$ cat src/rtl/prog_loader.sv
// prog_loader: loads a host word stream into instruction memory, holds the
// core in reset for a settling window, then runs it for a bounded budget.
module prog_loader #(
  parameter int unsigned DEPTH       = 256,
  parameter int unsigned LEN_W       = 9,
  parameter logic [31:0] BASE_ADR    = 32'd0,
  parameter int unsigned HOLD_CYCLES = 2
) (
  input  logic             clk,
  input  logic             res,
  input  logic             start,
  input  logic             abort,
  input  logic [LEN_W-1:0] len,
  input  logic [31:0]      run_cycles,
  input  logic             host_valid,
  input  logic [31:0]      host_data,
  output logic             host_ready,
  output logic [31:0]      mem_in,
  output logic [31:0]      mem_adr,
  output logic             instr_en,
  output logic             core_res,
  output logic             busy,
  output logic             done,
  output logic             err
);

  typedef enum logic [1:0] {
    S_IDLE,
    S_LOAD,
    S_HOLD,
    S_RUN
  } state_t;

  state_t           state_q, state_d;
  logic [LEN_W-1:0] len_q, len_d;
  logic [31:0]      run_q, run_d;
  logic [31:0]      idx_q, idx_d;
  logic [31:0]      hold_q, hold_d;
  logic [31:0]      cnt_q, cnt_d;
  logic [31:0]      mem_in_q, mem_in_d;
  logic [31:0]      mem_adr_q, mem_adr_d;
  logic             instr_en_q, instr_en_d;
  logic             core_res_q, core_res_d;
  logic             done_q, done_d;
  logic             err_q, err_d;

  logic             len_ok;
  logic [31:0]      cnt_inc;

  assign len_ok  = (len != '0) && (32'(len) <= DEPTH);
  assign cnt_inc = cnt_q + 32'd1;

  // Next-state and next-output decode for the load/hold/run sequence.
  always_comb begin
    state_d    = state_q;
    len_d      = len_q;
    run_d      = run_q;
    idx_d      = idx_q;
    hold_d     = hold_q;
    cnt_d      = cnt_q;
    mem_in_d   = mem_in_q;
    mem_adr_d  = mem_adr_q;
    instr_en_d = 1'b0;
    core_res_d = core_res_q;
    done_d     = 1'b0;
    err_d      = err_q;

    unique case (state_q)
      S_IDLE: begin
        core_res_d = 1'b0;
        if (start) begin
          if (len_ok) begin
            len_d   = len;
            run_d   = run_cycles;
            err_d   = 1'b0;
            idx_d   = '0;
            state_d = S_LOAD;
          end else begin
            err_d = 1'b1;
          end
        end
      end
      S_LOAD: begin
        if (host_valid) begin
          mem_in_d   = host_data;
          mem_adr_d  = BASE_ADR + idx_q;
          instr_en_d = 1'b1;
          idx_d      = idx_q + 32'd1;
          if (idx_q == 32'(len_q) - 32'd1) begin
            hold_d  = '0;
            state_d = S_HOLD;
          end
        end
      end
      S_HOLD: begin
        if (hold_q == 32'(HOLD_CYCLES - 1)) begin
          core_res_d = 1'b1;
          cnt_d      = '0;
          state_d    = S_RUN;
        end else begin
          hold_d = hold_q + 32'd1;
        end
      end
      S_RUN: begin
        cnt_d = cnt_inc;
        if (run_q != '0 && cnt_inc == run_q) begin
          core_res_d = 1'b0;
          done_d     = 1'b1;
          state_d    = S_IDLE;
        end
      end
      default: state_d = S_IDLE;
    endcase

    // Abort overrides whatever the state decode chose, including a beat
    // arriving on the same edge: memory outputs keep their previous word.
    if (abort && state_q != S_IDLE) begin
      state_d    = S_IDLE;
      idx_d      = idx_q;
      mem_in_d   = mem_in_q;
      mem_adr_d  = mem_adr_q;
      instr_en_d = 1'b0;
      core_res_d = 1'b0;
      done_d     = 1'b0;
    end
  end

  // State and output registers with synchronous active-low reset.
  always_ff @(posedge clk) begin
    if (!res) begin
      state_q    <= S_IDLE;
      len_q      <= '0;
      run_q      <= '0;
      idx_q      <= '0;
      hold_q     <= '0;
      cnt_q      <= '0;
      mem_in_q   <= '0;
      mem_adr_q  <= '0;
      instr_en_q <= 1'b0;
      core_res_q <= 1'b0;
      done_q     <= 1'b0;
      err_q      <= 1'b0;
    end else begin
      state_q    <= state_d;
      len_q      <= len_d;
      run_q      <= run_d;
      idx_q      <= idx_d;
      hold_q     <= hold_d;
      cnt_q      <= cnt_d;
      mem_in_q   <= mem_in_d;
      mem_adr_q  <= mem_adr_d;
      instr_en_q <= instr_en_d;
      core_res_q <= core_res_d;
      done_q     <= done_d;
      err_q      <= err_d;
    end
  end

  assign host_ready = (state_q == S_LOAD);
  assign busy       = (state_q != S_IDLE);
  assign mem_in     = mem_in_q;
  assign mem_adr    = mem_adr_q;
  assign instr_en   = instr_en_q;
  assign core_res   = core_res_q;
  assign done       = done_q;
  assign err        = err_q;

endmodule
$ cat config.mk
export PLATFORM = sky130hd
export DESIGN_NAME = prog_loader
export DESIGN_NICKNAME = d
export VERILOG_FILES = /design/src/rtl/prog_loader.sv
export SDC_FILE = /design/constraint.sdc
export NUM_CORES = 1
export LEC_CHECK = 0
export BUFFER_PORTS_ARGS = -buffer_cell sky130_fd_sc_hd__buf_2
export CAP_MARGIN = 20
export CORE_MARGIN = 2
export CORE_UTILIZATION = 62
export CTS_CLUSTER_DIAMETER = 100
export DETAILED_ROUTE_END_ITERATION = 8
export PLACE_DENSITY = 0.86
export SLEW_MARGIN = 40
export SYNTH_ARGS = -nofsm -noshare
export SYNTH_HDL_FRONTEND = slang
export SYNTH_SLANG_ARGS = --single-unit
$ cat constraint.sdc
create_clock -name clk -period 7 [get_ports clk]
set_clock_uncertainty 0.05 [all_clocks]
set_input_delay 0.7 -clock clk [delete_from_list [all_inputs] [get_ports clk]]
set_output_delay 0.7 -clock clk [all_outputs]
set_load 0.01 [all_outputs]
==> out/metrics.cfg, run 1 <==
[grt]
grt_pass1_vias = 8343
grt_use_met2_pct = 48.07
grt_use_met3_pct = 4.479
use_met1_pct = 36.67
top_usage_layer = met2
antenna_found_initial = 0
overflow = 0
grt_start_max_net_pins = 92
grt_pass1_wl_um = 39880
grtUsageTotal_pct = 28.48

[timing]
timing.final.crit_share_pct = 55.78
slew-limit-headroom_pct = 47.53
fin_setup_tns_ns = 0
drv_slew = 0
max_slew.worst_pin.slew_ns = 0.7806
finalSetupViolations = 0
post-route-min-period_ns = 3.905
rsz0062_at_grt = false
timing.fmax_mhz = 256.1
hold_viol = 0

[route]
vias = 9243
wl_per_cell_um = 16.00
detail_route.vias_per_cell = 5.872
dr.pass1.iters = 5
ant_nets = 0
drc = 0
drt_iter0_markers = 750
totalWireLength_um = 25190

[synth]
synth_area_per_cell_um2 = 8.057
synth_cell_types = 67
netlist_instances = 1239
synth_edf_count = 0
netlist_area_um2 = 9982
async_reset_ff_share_pct = 0
ys_seq_area_share_pct = 41.51
yosys_warnings = 0
ys_seq_elements = 207
yosys_most_used_dff = dfxtp_1
syn-num-nets = 1326

[power]
power.total_mw = 3.218
max-vdd-ir-drop_uv = 214.7
p_per_area_nw_per_um2 = 278.2
power.leakage_nw = 4.396

[critical_path]
cp-end-kind = flop
cp_data_required_time_ns = 7.38
crit_end = state_q[0]$_SDFFE_PP0P_
reg2reg_to = state_q[0]$_SDFFE_PP0P_
startpoint = cnt_q[0]$_SDFFE_PN0P_
r2r_start = cnt_q[0]$_SDFFE_PN0P_
reg2reg_depth = 10
crit_type = flop to flop
crit_path_max_fanout = 8
startpoint_type = flop
cp.arrival_ns = 4.28
rrSetupSlack_ns = 3.10

[clock_tree]
cts_buffer_depth = 3
post_cts.resized_instances = 0
clk_pin_slew_ns = 0.06
clk_latency_ns = 0.52
root_buffer = clkbuf_16
cts_max_level = 1
cts_sinks = 207
post_cts_buffers = 0
cts_tree = done
ctsHoldBuffers = 0
numCtsBuffers = 22

[final_layout]
stdcell_area_um2 = 11570
final_cell_mix = dfxtp_1, nand2_1, nor2_1, buf_2, a21oi_1
layout-drive-gt1-share_pct = 16.21
final_common_cell = dfxtp_1
final_nets = 1428
synthToLayoutAreaGrowth_pct = 15.88

[placed_design]
numPortBuffers = 147
hpwl_um = 17030
gp_congestion = 0.9349
place_area_um2 = 10770

[worst_hold_path]
hp-class = primary input to flop
min_from = run_cycles[0]

[floorplanning]
initial_core_util_pct = 63.07
dieArea_um2 = 17130
die_w_um = 130.9
floorplan.rows = 46
pin_count = 148
design.core.area_um2 = 15830
die_h_um = 130.9

[run_status]
status = finished clean

[run]
drv_cap = 0

==> logic make-up (layout without fill, tap and decap cells) <==
family,Yosys count,in the layout,synth area share (%)
AOI/OAI and AO/OA,204,204,11.86
xor gates and xnor gates,106,106,9.301
adders and majority gates,9,9,1.128
buffers and inverters,96,214,3.923
DFF,207,207,41.51
muxes,42,42,4.212
other,0,1,0
and+or+nand+nor,575,575,28.06
==> where the power goes <==
| part | internal, mW | switching, mW | total [mW] |
|---|---|---|---|
| logic | 0.236 | 0.418 | 0.654 |
| clock network | 0.773 | 0.486 | 1.26 |
| registers | 1.24 | 0.0624 | 1.31 |
==> per-stage QoR <==
stage / cells / utilization (%) / hold slack [ns] / setup WS [ns]
6_report: 1574 / 73.08 / 0.3647 / 3.095
5_1_grt: 1573 / 73.07 / 0.3656 / 2.843
4_1_cts: 1573 / 73.07 / 0.3531 / 3.146
3_5_place_dp: 1533 / 68.06 / 0.3934 / 3.154
3_3_place_gp: 1533 / 68.00 / 0.3887 / 3.225
2_1_floorplan: 1239 / - / 0.4078 / 3.344
==> synthesized netlist by cell type (5+ instances only) <==
master | instances | area share (%)
or4_1 | 8 | 0.60
a31oi_1 | 6 | 0.38
or3_1 | 18 | 1.1
dfxtp_1 | 207 | 42
xor2_1 | 60 | 5.3
nand3_1 | 43 | 2.2
nor4_1 | 27 | 1.7
a211oi_1 | 5 | 0.38
and4_1 | 7 | 0.61
a21o_1 | 6 | 0.45
and2_1 | 8 | 0.50
xnor2_1 | 46 | 4.0
o21ai_0 | 35 | 1.8
nor3_1 | 28 | 1.4
nand3b_1 | 6 | 0.45
buf_1 | 6 | 0.23
nand4_1 | 44 | 2.8
nor2_1 | 151 | 5.7
ha_1 | 9 | 1.1
nor2b_1 | 6 | 0.38
a21oi_1 | 118 | 5.9
nand2b_1 | 6 | 0.38
inv_1 | 16 | 0.60
mux2i_1 | 42 | 4.2
and3_1 | 26 | 1.6
clkbuf_1 | 64 | 2.4
nand2_1 | 172 | 6.5
==> routing by layer <==
metal / part of all wire, % / up-vias
met5: 0 / -
met4: 4.1 / 0
met3: 6.1 / 86
met2: 48 / 333
met1: 42 / 4301
li1: - / 4523
==> registers in the layout, indices dropped and copies added (netlist names), 2 cells and up <==
register and cells:
mem_adr 32, hold_q 32, idx_q 32, cnt_q 32
mem_in 32, len_q 9, state_q 2, run_q 32
==> area by class of cell <==
class,instances,area [um^2]
Antenna cell,1,2.502
Clock buffer,30,620.6
Clock inverter,10,171.4
Fill cell,1181,4260
Inverter,17,66.31
Multi-Input combinational cell,936,5478
Sequential cell,207,4144
Tap cell,216,270.3
Timing Repair Buffer,157,814.5
==> how the worst min path moves through the flow <==
stage | end | slack, ns | depth (start not counted)
2_1_floorplan | hold_q[31]$_SDFFE_PN0P_ | 0.41 | 2
3_3_place_gp | mem_in[8]$_SDFFE_PN0P_ | 0.39 | 2
3_5_place_dp | mem_in[31]$_SDFFE_PN0P_ | 0.39 | 2
4_1_cts | run_q[0]$_SDFFE_PN0P_ | 0.35 | 3
5_1_grt | run_q[0]$_SDFFE_PN0P_ | 0.37 | 3
6_report | run_q[0]$_SDFFE_PN0P_ | 0.36 | 3
==> worst max-delay path, cell delays in order, from the launching register on <==
cell and delay (ns):
dfxtp_1 0.45, ha_1 0.31, nand3_1 0.19, or4_1 0.66, nor4_1 0.55, xnor2_1 0.21
o2111ai_1 0.14, or4_4 0.53, o31ai_4 0.38, a21oi_1 0.12, a311oi_1 0.23
No activity file was read; power rests on OpenSTA's default activity.
==> run 2: changes to the inputs <==
--- a/config.mk
+++ b/config.mk
@@ -8,10 +8,10 @@
 export BUFFER_PORTS_ARGS = -buffer_cell sky130_fd_sc_hd__buf_2
 export CAP_MARGIN = 20
 export CORE_MARGIN = 2
-export CORE_UTILIZATION = 62
+export CORE_UTILIZATION = 57
 export CTS_CLUSTER_DIAMETER = 100
 export DETAILED_ROUTE_END_ITERATION = 8
-export PLACE_DENSITY = 0.86
+export PLACE_DENSITY = 0.8
 export SLEW_MARGIN = 40
 export SYNTH_ARGS = -nofsm -noshare
 export SYNTH_HDL_FRONTEND = slang
==> constraint.sdc (replaced) <==
create_clock -name clk -period 3.8 [get_ports clk]
set_clock_uncertainty 0.05 [all_clocks]
set_input_delay 0.38 -clock clk [delete_from_list [all_inputs] [get_ports clk]]
set_output_delay 0.38 -clock clk [all_outputs]
set_load 0.01 [all_outputs]
==> out/metrics.cfg, run 2 (synthesis gave the netlist of run 1 again) <==
[floorplanning]
die_w_um = 136.3
die_h_um = 136.3
initial_core_util_pct = 57.91
floorplan.rows = 48
dieArea_um2 = 18590
pin_count = 148
design.core.area_um2 = 17240

[power]
p_per_area_nw_per_um2 = 498.7
power.leakage_nw = 4.483
max-vdd-ir-drop_uv = 335.8
power.total_mw = 5.831

[final_layout]
synthToLayoutAreaGrowth_pct = 17.12
utilization_pct = 67.83
stdcell_area_um2 = 11690
final_cell_mix = dfxtp_1, nand2_1, nor2_1, buf_2, a21oi_1
final_nets = 1445
fin_cells = 1601
fillers = 1401
layout-drive-gt1-share_pct = 17.41
final_common_cell = dfxtp_1

[timing]
slew-limit-headroom_pct = 51.84
max_slew.worst_pin.slew_ns = 0.7169
fin_setup_tns_ns = 0
timing.fmax_mhz = 278.1
hold_viol = 0
post-route-min-period_ns = 3.595
drv_slew = 0
rsz0062_at_grt = false
timing.final.crit_share_pct = 94.62
finalSetupViolations = 0

[run_status]
status = finished clean

[route]
vias = 9199
ant_nets = 0
drt_iter0_markers = 789
drc = 0
detail_route.vias_per_cell = 5.746
dr.pass1.iters = 5
wl_per_cell_um = 15.87
totalWireLength_um = 25420

[critical_path]
critPathSlowestCell = or4_4
crit_type = flop to flop
slowest_delay_ns = 0.57
cp_data_required_time_ns = 4.15
cp-end-kind = flop
crit_family = simple AND/OR/NAND/NOR gates
crit_path_cell_trace = ha_1 -> nand3_1 -> or4_4 -> or4_4 -> xnor2_1 -> o2111ai_1 -> or4_4 -> o31ai_4 -> a21oi_1 -> a311oi_1
cp.arrival_ns = 3.95
path_buf_inv = 0
cp_common_cell = or4_4
crit_path_max_fanout = 8
startpoint_type = flop

[clock_tree]
clk_latency_ns = 0.50
numCtsBuffers = 22
cts_buffer_depth = 3
cts_max_level = 1
cts_tree = done
clk_pin_slew_ns = 0.06
cts_sinks = 207
root_buffer = clkbuf_16

[grt]
antenna_found_initial = 3
grt_pass1_wl_um = 40830
grt_start_max_net_pins = 87
grt_pass1_vias = 8217
grtUsageTotal_pct = 26.66
overflow = 0

[placed_design]
place_area_um2 = 10920
hpwl_um = 17420
dpl.cell_count = 1557
numPortBuffers = 147
gp_congestion = 0.9106

[run]
drv_cap = 0

[worst_hold_path]
hp-class = primary input to flop

## run 2: cell count changes in the layout (fill, tap and decap cells not counted), moves of 2 or more
| cell | change |
|---|---|
| clkinv_2 | +5 |
| diode_2 | +2 |
| buf_4 | +16 |
| buf_12 | +2 |
| bufinv_16 | -2 |
| clkbuf_1 | -3 |
## run 2: routing by layer
metal,vias to the layer above,global-route usage [%],part of all wire (%)
li1,4559,-,-
met1,4297,37.01,44
met2,293,41.85,47
met3,50,4.027,5.8
met4,0,10.19,2.9
met5,-,0,0
## run 2: report_power, final
part           internal [mW]  leakage (nW)  switching (mW)
clock                   1.32         0.366           0.876
sequential              2.29          1.67           0.115
combinational          0.461          2.44           0.773
total                   4.07          4.48            1.76
## run 2: cell type report
cell class / instances / area (um^2) / area share (%)
multi-input combinational: 936 / 5479 / 46.86
clock inverter: 11 / 112.6 / 0.9632
inverter: 17 / 68.82 / 0.5886
sequential: 207 / 4144 / 35.45
antenna: 3 / 7.507 / 0.06421
timing repair buffer: 174 / 963.4 / 8.241
clock buffer: 28 / 634.4 / 5.426
tap: 225 / 281.5 / 2.408
## run 2: repair_timing
item	in CTS	in global routing
setup endpoints to repair	0	3
gates resized for setup	0	1
buffers inserted	0	2
hold buffers	0	0
## run 2: path summary, 6_finish.rpt
kind                            startpoint                        to  slack, ns  depth (start not counted)
setup / recovery     cnt_q[0]$_SDFFE_PN0P_   state_q[0]$_SDFFE_PP0P_       0.20                         10
hold / removal              run_cycles[15]    run_q[15]$_SDFFE_PN0P_       0.06                          3
setup reg to reg     cnt_q[0]$_SDFFE_PN0P_   state_q[0]$_SDFFE_PP0P_       0.20                         10
hold reg to reg   mem_adr[20]$_SDFFE_PN0P_  mem_adr[20]$_SDFFE_PN0P_       0.40                          2
## run 2: through the flow
stage | hold WS [ns] | setup WS, ns
detailed placement | 0.3930 | 0.1003
finish | 0.06412 | 0.2045
CTS | 0.04896 | 0.07983
global placement | 0.3887 | 0.2605
global route | 0.05809 | 0.03813
floorplan | 0.4078 | 0.3074
## run 2: worst min-delay path, cell delays in order
cell     delay [ns]
buf_2          0.07
mux2i_1        0.05
nor2_1         0.07
==> run 3: changes to the inputs <==
--- a/config.mk
+++ b/config.mk
@@ -7,7 +7,6 @@
 export LEC_CHECK = 0
 export BUFFER_PORTS_ARGS = -buffer_cell sky130_fd_sc_hd__buf_2
 export CAP_MARGIN = 20
-export CORE_MARGIN = 2
 export CORE_UTILIZATION = 57
 export CTS_CLUSTER_DIAMETER = 100
 export DETAILED_ROUTE_END_ITERATION = 8
==> out/metrics.cfg, run 3 (synthesis gave the netlist of run 1 again) <==
[run_status]
status = finished clean

[timing]
slew-limit-headroom_pct = 42.97
drv_slew = 0
hold_viol = 0
timing.final.crit_share_pct = 92.18
finalSetupViolations = 0
rsz0062_at_grt = false
max_slew.worst_pin.slew_ns = 0.8489
post-route-min-period_ns = 3.503
timing.fmax_mhz = 285.5
timing.final.ws_setup_ns = 0.2972
fin_hold_ws_ns = 0.06210
fin_setup_tns_ns = 0

[clock_tree]
post_cts_buffers = 0
clk_latency_ns = 0.50
clk_pin_slew_ns = 0.06
post_cts.resized_instances = 0
numCtsBuffers = 22
cts_tree = done
cts_max_level = 1
ctsHoldBuffers = 0
cts_buffer_depth = 3
cts_sinks = 207
root_buffer = clkbuf_16

[critical_path]
r2r_start = cnt_q[1]$_SDFFE_PN0P_
reg2reg_to = state_q[0]$_SDFFE_PP0P_
crit_path_max_fanout = 8
cp_data_required_time_ns = 4.15
cp.arrival_ns = 3.85
cp-end-kind = flop
reg2reg_depth = 10
startpoint_type = flop
rrSetupSlack_ns = 0.30
crit_type = flop to flop

[power]
max-vdd-ir-drop_uv = 360.0
sw_frac_of_total_pct = 30.17
power.leakage_nw = 4.470
pwr-share-clk_pct = 37.9
internal-power_mw = 4.091
p_comb_share_pct = 21.1
p_switching_mw = 1.767
p_per_area_nw_per_um2 = 502.1
seq_power_share_pct = 41.1

[final_layout]
synthToLayoutAreaGrowth_pct = 16.87
layout-drive-gt1-share_pct = 17.13
utilization_pct = 67.92
final_common_cell = dfxtp_1
fillers = 1449
final_nets = 1443
fin_cells = 1598
final_cell_mix = dfxtp_1, nand2_1, nor2_1, buf_2, a21oi_1

[placed_design]
numPortBuffers = 147
dpl.cell_count = 1557
hpwl_um = 17350
gp_congestion = 0.9097
dpl_worst_slack_ns = 0.1163

[route]
ant_nets = 0
drc = 0
totalWireLength_um = 24760
wl_per_cell_um = 15.50
vias = 9150
dr.pass1.iters = 5
drt_iter0_markers = 718
detail_route.vias_per_cell = 5.726

[worst_hold_path]
hp-class = primary input to flop
min_to = mem_in[11]$_SDFFE_PN0P_
min_delay_path_depth = 3
min_from = host_data[11]

[grt]
antenna_found_initial = 1
grt_start_max_net_pins = 80
grt_pass1_vias = 8346
overflow = 0
grt_pass1_wl_um = 40270
grtUsageTotal_pct = 26.77

[floorplanning]
floorplan.rows = 48
die_h_um = 134.3
die_w_um = 134.3
pin_count = 148
design.core.area_um2 = 17180
dieArea_um2 = 18050
initial_core_util_pct = 58.11

[run]
drv_cap = 0

-- run 3: changes by cell type in the layout (fill, tap and decap cells not counted), moves of 2 or more --
cell / before / now
clkbuf_1: 1 / 5
clkinv_2: 6 / 2
clkinv_4: 0 / 2
diode_2: 3 / 1
-- run 3: layout make-up --
class                      instances  area [um^2]  area share (%)
clock buffer                      30        610.6           5.234
timing repair buffer             172        935.9           8.022
tap                              225        281.5           2.413
multi-input combinational        936         5475           46.93
sequential                       207         4145           35.53
clock inverter                    10        148.9           1.276
inverter                          17        66.31          0.5684
antenna                            1        2.502         0.02145
-- run 3: metal layers --
| layer | global-route usage [%] | wire, um | vias to the layer above |
|---|---|---|---|
| met5 | 0 | 0 | - |
| met4 | 9.238 | 656 | 0 |
| met3 | 3.401 | 1155 | 49 |
| met2 | 44.01 | 11820 | 256 |
| met1 | 36.16 | 11130 | 4305 |
| li1 | - | - | 4540 |
-- run 3: metrics by stage --
step	power, mW	area, um^2
2_1_floorplan	3.289	9982
3_5_place_dp	3.675	10900
3_3_place_gp	3.646	10900
6_report	5.858	11670
4_1_cts	5.906	11660
5_1_grt	6.136	11670
-- run 3: how the worst max path moves through the flow --
stage	start	to	slack (ns)	depth (start not counted)
finish	cnt_q[1]$_SDFFE_PN0P_	state_q[0]$_SDFFE_PP0P_	0.30	10
global route	cnt_q[0]$_SDFFE_PN0P_	state_q[0]$_SDFFE_PP0P_	0.03	10
CTS	cnt_q[0]$_SDFFE_PN0P_	state_q[0]$_SDFFE_PP0P_	0.09	10
detailed placement	cnt_q[0]$_SDFFE_PN0P_	state_q[0]$_SDFFE_PP0P_	0.12	10
global placement	cnt_q[0]$_SDFFE_PN0P_	state_q[0]$_SDFFE_PP0P_	0.25	10
floorplan	cnt_q[0]$_SDFFE_PN0P_	state_q[0]$_SDFFE_PP0P_	0.31	11
-- run 3: power by group through the flow --
stage | clock (mW) | combinational, mW | sequential [mW]
after floorplan | 0 | 0.849 | 2.44
after global placement | 0 | 1.20 | 2.44
after detailed placement | 0 | 1.22 | 2.45
after CTS | 2.27 | 1.24 | 2.40
after global routing | 2.35 | 1.36 | 2.42
final | 2.22 | 1.23 | 2.41
-- run 3: worst max-delay path: stages, from the launching register on --
cell	delay (ns)
dfxtp_1	0.38
ha_1	0.19
nand3_1	0.12
or4_4	0.58
or4_4	0.56
xnor2_1	0.17
o2111ai_1	0.12
or4_4	0.53
o31ai_4	0.34
a21oi_1	0.11
a311oi_1	0.26
